**src/rtl/strobe_div_pkg.sv**
```systemverilog
// Shared types and helpers for the multi-channel strobe divider.
package strobe_div_pkg;

    // Widest divisor the helper function handles; channel WIDTH must not exceed it.
    localparam int MAX_WIDTH = 32;

    // Width of the channel-select field: at least one bit, even for a single channel.
    function automatic int ch_width(input int num_ch);
        int w_s;
        if (num_ch > 1) begin
            w_s = $clog2(num_ch);
        end else begin
            w_s = 1;
        end
        return w_s;
    endfunction

    // Effective divisor: a programmed 0 behaves as 1 (strobe every enabled cycle).
    function automatic logic [MAX_WIDTH-1:0] eff_div(input logic [MAX_WIDTH-1:0] div);
        logic [MAX_WIDTH-1:0] d_s;
        if (div == {MAX_WIDTH{1'b0}}) begin
            d_s = {{(MAX_WIDTH-1){1'b0}}, 1'b1};
        end else begin
            d_s = div;
        end
        return d_s;
    endfunction

endpackage

```
**src/rtl/strobe_div_ch.sv**
```systemverilog
// One strobe channel: counter, active divisor, staged divisor and registered strobe.
module strobe_div_ch
    import strobe_div_pkg::*;
#(
    parameter int WIDTH       = 16,
    parameter int DEFAULT_DIV = 2
) (
    input  logic             i_clk,
    input  logic             i_rst,
    input  logic             en,
    input  logic             sync,
    input  logic             load_valid,
    input  logic [WIDTH-1:0] load_div,
    output logic             strobe,
    output logic             pending
);

    localparam logic [WIDTH-1:0] RST_DIV = WIDTH'(DEFAULT_DIV);
    localparam logic [WIDTH-1:0] ONE     = {{(WIDTH-1){1'b0}}, 1'b1};
    localparam logic [WIDTH-1:0] ZERO    = {WIDTH{1'b0}};

    logic [WIDTH-1:0] cnt_r, div_r, pend_div_r;
    logic             pending_r, strobe_r;

    logic [WIDTH-1:0] cnt_s, div_s, pend_div_s, d_s;
    logic             pending_s, strobe_s, last_s, wrap_s;

    // Next-state: sync restarts the phase and applies staged divisors; otherwise count and hand over at wrap.
    always_comb begin
        d_s        = WIDTH'(eff_div(MAX_WIDTH'(div_r)));
        last_s     = (cnt_r == (d_s - ONE));
        wrap_s     = en & ~sync & last_s;
        cnt_s      = cnt_r;
        div_s      = div_r;
        pend_div_s = pend_div_r;
        pending_s  = pending_r;
        strobe_s   = 1'b0;
        if (sync) begin
            cnt_s     = ZERO;
            pending_s = 1'b0;
            // A same-cycle load can only arrive while nothing is staged, so it goes straight in.
            if (load_valid) begin
                div_s = load_div;
            end else if (pending_r) begin
                div_s = pend_div_r;
            end else begin
                div_s = div_r;
            end
        end else begin
            strobe_s = wrap_s;
            if (en) begin
                if (last_s) begin
                    cnt_s = ZERO;
                end else begin
                    cnt_s = cnt_r + ONE;
                end
            end else begin
                cnt_s = cnt_r;
            end
            // Hand-over uses the staged state as it was before this edge.
            if (wrap_s && pending_r) begin
                div_s     = pend_div_r;
                pending_s = 1'b0;
            end else begin
                div_s = div_r;
            end
            if (load_valid) begin
                pend_div_s = load_div;
                pending_s  = 1'b1;
            end else begin
                pend_div_s = pend_div_r;
            end
        end
    end

    // Channel state register with asynchronous reset to the default divisor.
    always_ff @(posedge i_clk or posedge i_rst) begin
        if (i_rst) begin
            cnt_r      <= ZERO;
            div_r      <= RST_DIV;
            pend_div_r <= ZERO;
            pending_r  <= 1'b0;
            strobe_r   <= 1'b0;
        end else begin
            cnt_r      <= cnt_s;
            div_r      <= div_s;
            pend_div_r <= pend_div_s;
            pending_r  <= pending_s;
            strobe_r   <= strobe_s;
        end
    end

    assign strobe  = strobe_r;
    assign pending = pending_r;

endmodule

```
**src/rtl/multi_strobe_div.sv**
```systemverilog
// Multi-channel clock-enable strobe generator with a shared valid/ready divisor config port.
module multi_strobe_div
    import strobe_div_pkg::*;
#(
    parameter int NUM_CH      = 4,
    parameter int WIDTH       = 16,
    parameter int DEFAULT_DIV = 2
) (
    input  logic                          i_clk,
    input  logic                          i_rst,
    input  logic [NUM_CH-1:0]             i_en,
    input  logic                          i_sync,
    input  logic                          i_cfg_valid,
    output logic                          o_cfg_ready,
    input  logic [ch_width(NUM_CH)-1:0]   i_cfg_ch,
    input  logic [WIDTH-1:0]              i_cfg_div,
    output logic [NUM_CH-1:0]             o_strobe,
    output logic [NUM_CH-1:0]             o_pending
);

    localparam int CH_W = ch_width(NUM_CH);

    if ((DEFAULT_DIV < 1) || ((DEFAULT_DIV >> WIDTH) != 0) || (WIDTH < 1) || (WIDTH > MAX_WIDTH)
        || (NUM_CH < 1)) begin : g_param_check
        $error("multi_strobe_div: illegal parameters (DEFAULT_DIV out of 1..2**WIDTH-1, or bad WIDTH/NUM_CH)");
    end

    logic [NUM_CH-1:0] sel_s, load_s, pending_s;

    for (genvar ch = 0; ch < NUM_CH; ch++) begin : g_ch
        // An out-of-range channel index selects nothing, so it is accepted and dropped.
        assign sel_s[ch]  = (i_cfg_ch == CH_W'(ch));
        assign load_s[ch] = i_cfg_valid & sel_s[ch] & ~pending_s[ch];

        strobe_div_ch #(
            .WIDTH       (WIDTH),
            .DEFAULT_DIV (DEFAULT_DIV)
        ) u_ch (
            .i_clk      (i_clk),
            .i_rst      (i_rst),
            .en         (i_en[ch]),
            .sync       (i_sync),
            .load_valid (load_s[ch]),
            .load_div   (i_cfg_div),
            .strobe     (o_strobe[ch]),
            .pending    (pending_s[ch])
        );
    end

    // Ready only stalls when the addressed channel already has a divisor staged.
    assign o_cfg_ready = ~|(sel_s & pending_s);
    assign o_pending   = pending_s;

endmodule

```
**config.mk**
```make
export PLATFORM = sky130hd
export DESIGN_NAME = multi_strobe_div
export DESIGN_NICKNAME = d
export VERILOG_FILES = /design/src/rtl/strobe_div_pkg.sv /design/src/rtl/strobe_div_ch.sv /design/src/rtl/multi_strobe_div.sv
export SDC_FILE = /design/constraint.sdc
export NUM_CORES = 1
export LEC_CHECK = 0
export ABC_CLOCK_PERIOD_IN_PS = 15600
export BUFFER_PORTS_ARGS = -buffer_cell sky130_fd_sc_hd__clkbuf_2
export CAP_MARGIN = 30
export CORE_ASPECT_RATIO = 1.5
export CORE_MARGIN = 2
export CORE_UTILIZATION = 58
export DETAILED_ROUTE_END_ITERATION = 12
export PLACE_DENSITY = 0.73
export SLEW_MARGIN = 10
export SYNTH_ARGS = -nofsm -noshare
export SYNTH_HDL_FRONTEND = slang
export SYNTH_SLANG_ARGS = --single-unit
```
**constraint.sdc**
```tcl
create_clock -name i_clk -period 15.6 [get_ports i_clk]
set_clock_uncertainty 0.2 [all_clocks]
set_input_delay 1.56 -clock i_clk [delete_from_list [all_inputs] [get_ports i_clk]]
set_output_delay 1.56 -clock i_clk [all_outputs]
set_load 0.01 [all_outputs]
```
Word-level counts from Yosys, hierarchy flattened
Cells that the tools add are included.
{"block": "classes", "n_reduce_logical": 31, "n_bitwise": 22, "add_sub_neg": 8, "mux": 48, "eq_ne": 11}
{"op": "$mux W16", "n": 32}
{"op": "$add A16 B1 Y16 const B", "n": 4}
{"op": "$eq A16 B16 Y1", "n": 4}
{"op": "$logic_not A16 Y1", "n": 4}
{"op": "$sub A16 B1 Y16 const B", "n": 4}
{"op": "$and A1 B1 Y1", "n": 16}
{"op": "$mux W1", "n": 16}
{"op": "$reduce_and A2 Y1", "n": 8}
{"op": "$reduce_bool A2 Y1", "n": 8}
{"op": "$ne A3 B1 Y1 const B", "n": 4}
{"op": "$reduce_bool A3 Y1", "n": 4}
{"op": "$not A1 Y1", "n": 5}
{"op": "$and A4 B4 Y4", "n": 1}
{"op": "$eq A2 B2 Y1 const B", "n": 2}
{"op": "$logic_and A1 B1 Y1", "n": 4}
{"op": "$reduce_or A4 Y1", "n": 1}
{"op": "$eq A2 B1 Y1 const B", "n": 1}
{"op": "$logic_not A2 Y1", "n": 1}
{"op": "$logic_not A1 Y1", "n": 1}
{"block": "word_totals", "word_cells": 140, "output_inout_bits": 9, "reg_bits": 200}

Depth between registers and ports, before layout
{"block": "logic_depth", "ltp_word": 9, "mapped_depth": 15}

Cells and area by module
A second synthesis with hierarchy kept.
{"block": "unflattened", "cells_unflattened": 1335, "hier_area_um2": 12976.2}
{"mod": "strobe_div_ch", "instances": 4, "cells_per_inst": 332, "area_each_um2": 3228.1, "seq_area_each_um2": 1252.5}
{"mod": "multi_strobe_div", "instances": 1, "cells_per_inst": 7, "area_each_um2": 63.8, "seq_area_each_um2": 0.0}

Least setup slack after synthesis
No wires, ideal clock.
{"block": "synth_path", "path_kind": "register to register", "from": "register g_ch[2].u_ch.div_r[8]", "to": "register g_ch[2].u_ch.div_r[0]", "path_stages_with_launch": 14, "setup_time_ps": 125, "setup_slack_ps": 11335, "arrival_ps": 3940, "n_path_buf": 1, "path_cell_list": "dfrtp_1 > or4_4 > or3_1 > nor2_1 > nor2_1 > ha_1 > xnor2_1 > a2111o_1 > or4b_4 > nor4b_4 > a41oi_2 > nor2_4 > buf_12 > mux2_4"}
{"block": "synth_between", "elab_chain_len": 8}
{"item": "from (decl)", "line": "strobe_div_ch.sv:22", "source": "logic [WIDTH-1:0] cnt_r, div_r, pend_div_r;"}
{"item": "from (signal assigned)", "line": "strobe_div_ch.sv:86", "source": "div_r <= div_s;"}
{"item": "$logic_not A16 Y1", "line": "strobe_div_pkg.sv:21", "source": "if (div == {MAX_WIDTH{1'b0}}) begin"}
{"item": "$mux W16 (*)", "line": "strobe_div_pkg.sv:21"}
{"item": "$sub A16 B1 Y16 (*)", "line": "strobe_div_ch.sv:31", "source": "last_s = (cnt_r == (d_s - ONE));"}
{"item": "$eq A16 B16 Y1 (*)", "line": "strobe_div_ch.sv:31"}
{"item": "$and A1 B1 Y1 (*)", "line": "strobe_div_ch.sv:32", "source": "wrap_s = en & ~sync & last_s;"}
{"item": "$logic_and A1 B1 Y1 (*)", "line": "strobe_div_ch.sv:61", "source": "if (wrap_s && pending_r) begin"}
{"item": "$reduce_bool A2 Y1 (no line) (*)"}
{"item": "$reduce_and A2 Y1 (no line) (*)"}
Mark *: on every way between the ends. The rest lies on a longest branch, timed or not.
A chain may end at the register's enable or synchronous reset.

Worst setup path in the final report
{"block": "layout_path", "from": "register g_ch[2].u_ch.div_r[1]", "to": "register g_ch[2].u_ch.div_r[12]"}
The elaborated chain is that of the path after synthesis.

==> results by group <==
Floorplanning
  • Die footprint: 22,400 sq um
  • Core area: 20,900 sq um
  • Die Y: 182 um
  • Initial Utilization: 58.8%
  • Die X: 123 um
  • Ports: 35
  • Row count: 65

Drt
  • DRT Wirelength: 28.3 mm
  • Post-DRT Antenna Nets: 0
  • Residual DRC: 0
  • Pre-Repair DR Iteration Count: 6
  • Via density: 6.34
  • Starting DRT DRC Count: 555
  • Avg WL per Cell: 18.9 um
  • DR vias: 9,495

Timing
  • PnR worst setup slack: 10.83 ns
  • Final worst path period share: 30.6%
  • Fin Setup TNS: 0 ns
  • Final hold viol count: 0
  • Min Tclk post-route: 4.77 ns
  • Slew Limit Fails: 0
  • Slew @ Worst Pin: 0.939 ns
  • RSZ-0062 raised after global routing: no
  • Max_slew headroom: 37.3%
  • Fmax: 0.209 GHz
  • Final Setup Violations: 0

Power
  • Pwr Density: 126 nW/um^2
  • Pleak: 5.45 nW
  • Max VDD drop: 93.8 uV
  • Tot Pwr: 1.66 mW

CTS
  • Bufs on Longest Clock Path: 2
  • Hold buffers post-CTS: 0
  • Clock Sink Count: 200
  • TritonCTS clock tree: yes
  • Htree depth: 4
  • Latest clock arrival within the worst-skew pair: 0.44 ns
  • Reg clk slew, reported paths: 0.07 ns
  • Root Driver: clkbuf_16
  • CTS Buf Count: 17
  • Setup Fix Bufs, Post-CTS: 0
  • # resized after CTS: 0

Layout
  • Non-Filler Instances: 1,498
  • Nets: 1,251
  • # diodes: 0
  • Share of cells above drive strength 1: 21.6%
  • Area growth, synth to finish: 7.53%

Worst setup path
  • Reg-to-Reg Start: g_ch[2].u_ch.div_r[1]
  • Most frequent CP cell: nor2_1
  • Worst setup startpoint: g_ch[2].u_ch.div_r[1]
  • Crit end category: flip-flop
  • Worst-path cell chain: or4_1 > or2_0 > nor2_1 > nor2_1 > ha_1 > or3b_2 > or3_1 > xnor2_1 > or4b_4 > nor4b_4 > a41oi_2 > nor2_4 > mux2_2
  • Crit path required time: 15.72 ns
  • Worst path max stage delay: 0.57 ns
  • WS Path Type: reg -> reg
  • Crit-path slowest cell: or4b_4
  • Crit path max fanout: 16
  • WP data arrival: 4.90 ns
  • Startpoint types: flip-flop

Yosys
  • Leading area contributor after synthesis: dfrtp_1
  • Cell count after synthesis: 1,223
  • Post-synthesis register bit count: 200
  • Top post-synthesis cells by count: dfrtp_1 (196), mux2_2 (133), nand2_1 (82)
  • Top_reg_cell synth: dfrtp_1
  • Syn Nets: 1,257
  • Synth Area per Inst: 10.0 sq um
  • Sequential share of the synthesized area: 40.8%
  • Ys async rst share: 100%
  • Area contributors post-synth: dfrtp_1 (40%), mux2_2 (12%), xnor2_1 (4.3%), mux2i_1 (3.3%), nand2_1 (2.5%)
  • Cell variety after synth: 82
  • Top cell type's share of synthesized area: 39.9%
  • Yosys warnings: 0
  • Synthesized cell area: 12,300 sq um
  • Most common cell in the netlist: dfrtp_1
  • EDFF count, synth: 0

Place
  • Placed insts: 1,464
  • Place WS: 10.59 ns
  • Detailed placement HPWL: 20.1 mm
  • PortBufs: 34
  • RD Place Congestion: 0.863

Run
  • Max-Cap Viols: 0

Global route
  • Vias in the first global route: 9,502
  • Gr usage total: 26.8%
  • First-pass GRT wire length: 47.8 mm
  • Initial antenna violation count: 0
  • Grt ovf: 0
  • Largest net degree at the start of global routing: 123

Worst hold path
  • Hold Crit Class: reg -> reg
  • Hold path start: g_ch[2].u_ch.pend_div_r[3]

Status
  • Status: finished clean
==> where the power goes <==
group          internal [mW]  total [mW]  switching (mW)
Clock                  0.244       0.453           0.208
Combinational          0.241       0.471           0.231
Sequential             0.621       0.735           0.114
==> cells by family after synthesis <==
| logic type | Yosys count | synth area share (%) |
|---|---|---|
| AOI/OAI and AO/OA | 200 | 11.7 |
| DFF | 200 | 40.8 |
| xor gates and xnor gates | 86 | 6.13 |
| and+or+nand+nor | 433 | 19.1 |
| buffers and inverters | 105 | 3.80 |
| muxes | 191 | 17.7 |
| adders and majority gates | 8 | 0.815 |
==> registers in the layout, indices dropped and copies added (netlist names) <==
| signal | count |
|---|---|
| g_ch.u_ch.cnt_r | 64 |
| g_ch.u_ch.div_r | 64 |
| g_ch.u_ch.pend_div_r | 64 |
| g_ch.u_ch.pending | 4 |
| g_ch.u_ch.strobe | 4 |
==> cells in the final DEF, fill, tap and decap left out, types with 6 or more instances in the layout <==
master	synthesis	final
ha_1	8	8
nand2b_1	8	8
and3_1	26	26
mux2i_1	41	41
nand3_1	55	55
o22ai_1	7	7
or3_1	17	17
or2_2	11	11
a211o_1	20	20
a21oi_1	22	22
nor3_1	45	44
a22oi_1	18	18
a22o_1	7	7
nand2_1	82	82
a31oi_1	18	18
or4_1	10	10
nor2b_1	22	22
o21ai_0	44	43
o311ai_0	9	9
clkbuf_16	0	17
xnor2_1	60	60
buf_4	9	14
nor4_1	17	16
dfrtp_1	196	196
mux2_2	133	133
nor2_1	68	68
nor3b_1	12	12
clkbuf_2	1	34
nand3b_1	6	6
xor2_1	26	26
inv_1	27	26
nand4_1	31	31
mux2_4	16	16
==> routing by layer <==
metal / part of all wire (%) / track usage, % / wire (um) / vias up
li1: - / - / - / 4484
met1: 42 / 32.9 / 11800 / 4741
met2: 51 / 45.9 / 14500 / 206
met3: 2.9 / 3.75 / 807 / 64
met4: 3.9 / 12.4 / 1110 / 0
met5: 0 / 0 / 0 / -
==> stage by stage <==
stage / cell area [sq um] / util [%] / hold slack, ns
after floorplan: 12300 / - / 0.274
after global placement: 12500 / 59.9 / 0.283
after detailed placement: 12600 / 60.2 / 0.292
after CTS: 13200 / 63.0 / 0.309
after global routing: 13200 / 63.2 / 0.319
final: 13200 / 63.2 / 0.304
==> critical path, delay by kind of cell, from the launching register on <==
kind	cells	cell delay, ns
AOI/OAI and AO/OA	1	0.20
xor gates and xnor gates	1	0.14
adders and majority gates	1	0.24
DFF	1	0.54
muxes	1	0.41
and+or+nand+nor	9	2.92
==> path summary, 6_finish.rpt <==
| check | endpoint | slack [ns] | depth (start not counted) |
|---|---|---|---|
| min in group asynchronous | g_ch[1].u_ch.cnt_r[14] | 0.82 | 2 |
| worst min-delay path | g_ch[2].u_ch.pend_div_r[3] | 0.30 | 1 |
| max in group asynchronous | g_ch[0].u_ch.div_r[1] | 12.83 | 5 |
| worst max register to register | g_ch[2].u_ch.div_r[12] | 10.83 | 13 |
| worst max-delay path | g_ch[2].u_ch.div_r[12] | 10.83 | 13 |
| worst min register to register | g_ch[2].u_ch.pend_div_r[3] | 0.30 | 1 |
==> area by class of cell <==
type / count / area [sq um]
flip-flops and latches: 200 / 5010
repair buffers: 51 / 342
clock inverters: 11 / 136
clock buffers: 21 / 450
fillers: 1728 / 7690
multi-input cells: 918 / 6820
well taps: 268 / 335
inverters: 29 / 116
Power figures use the tool's default switching activity.
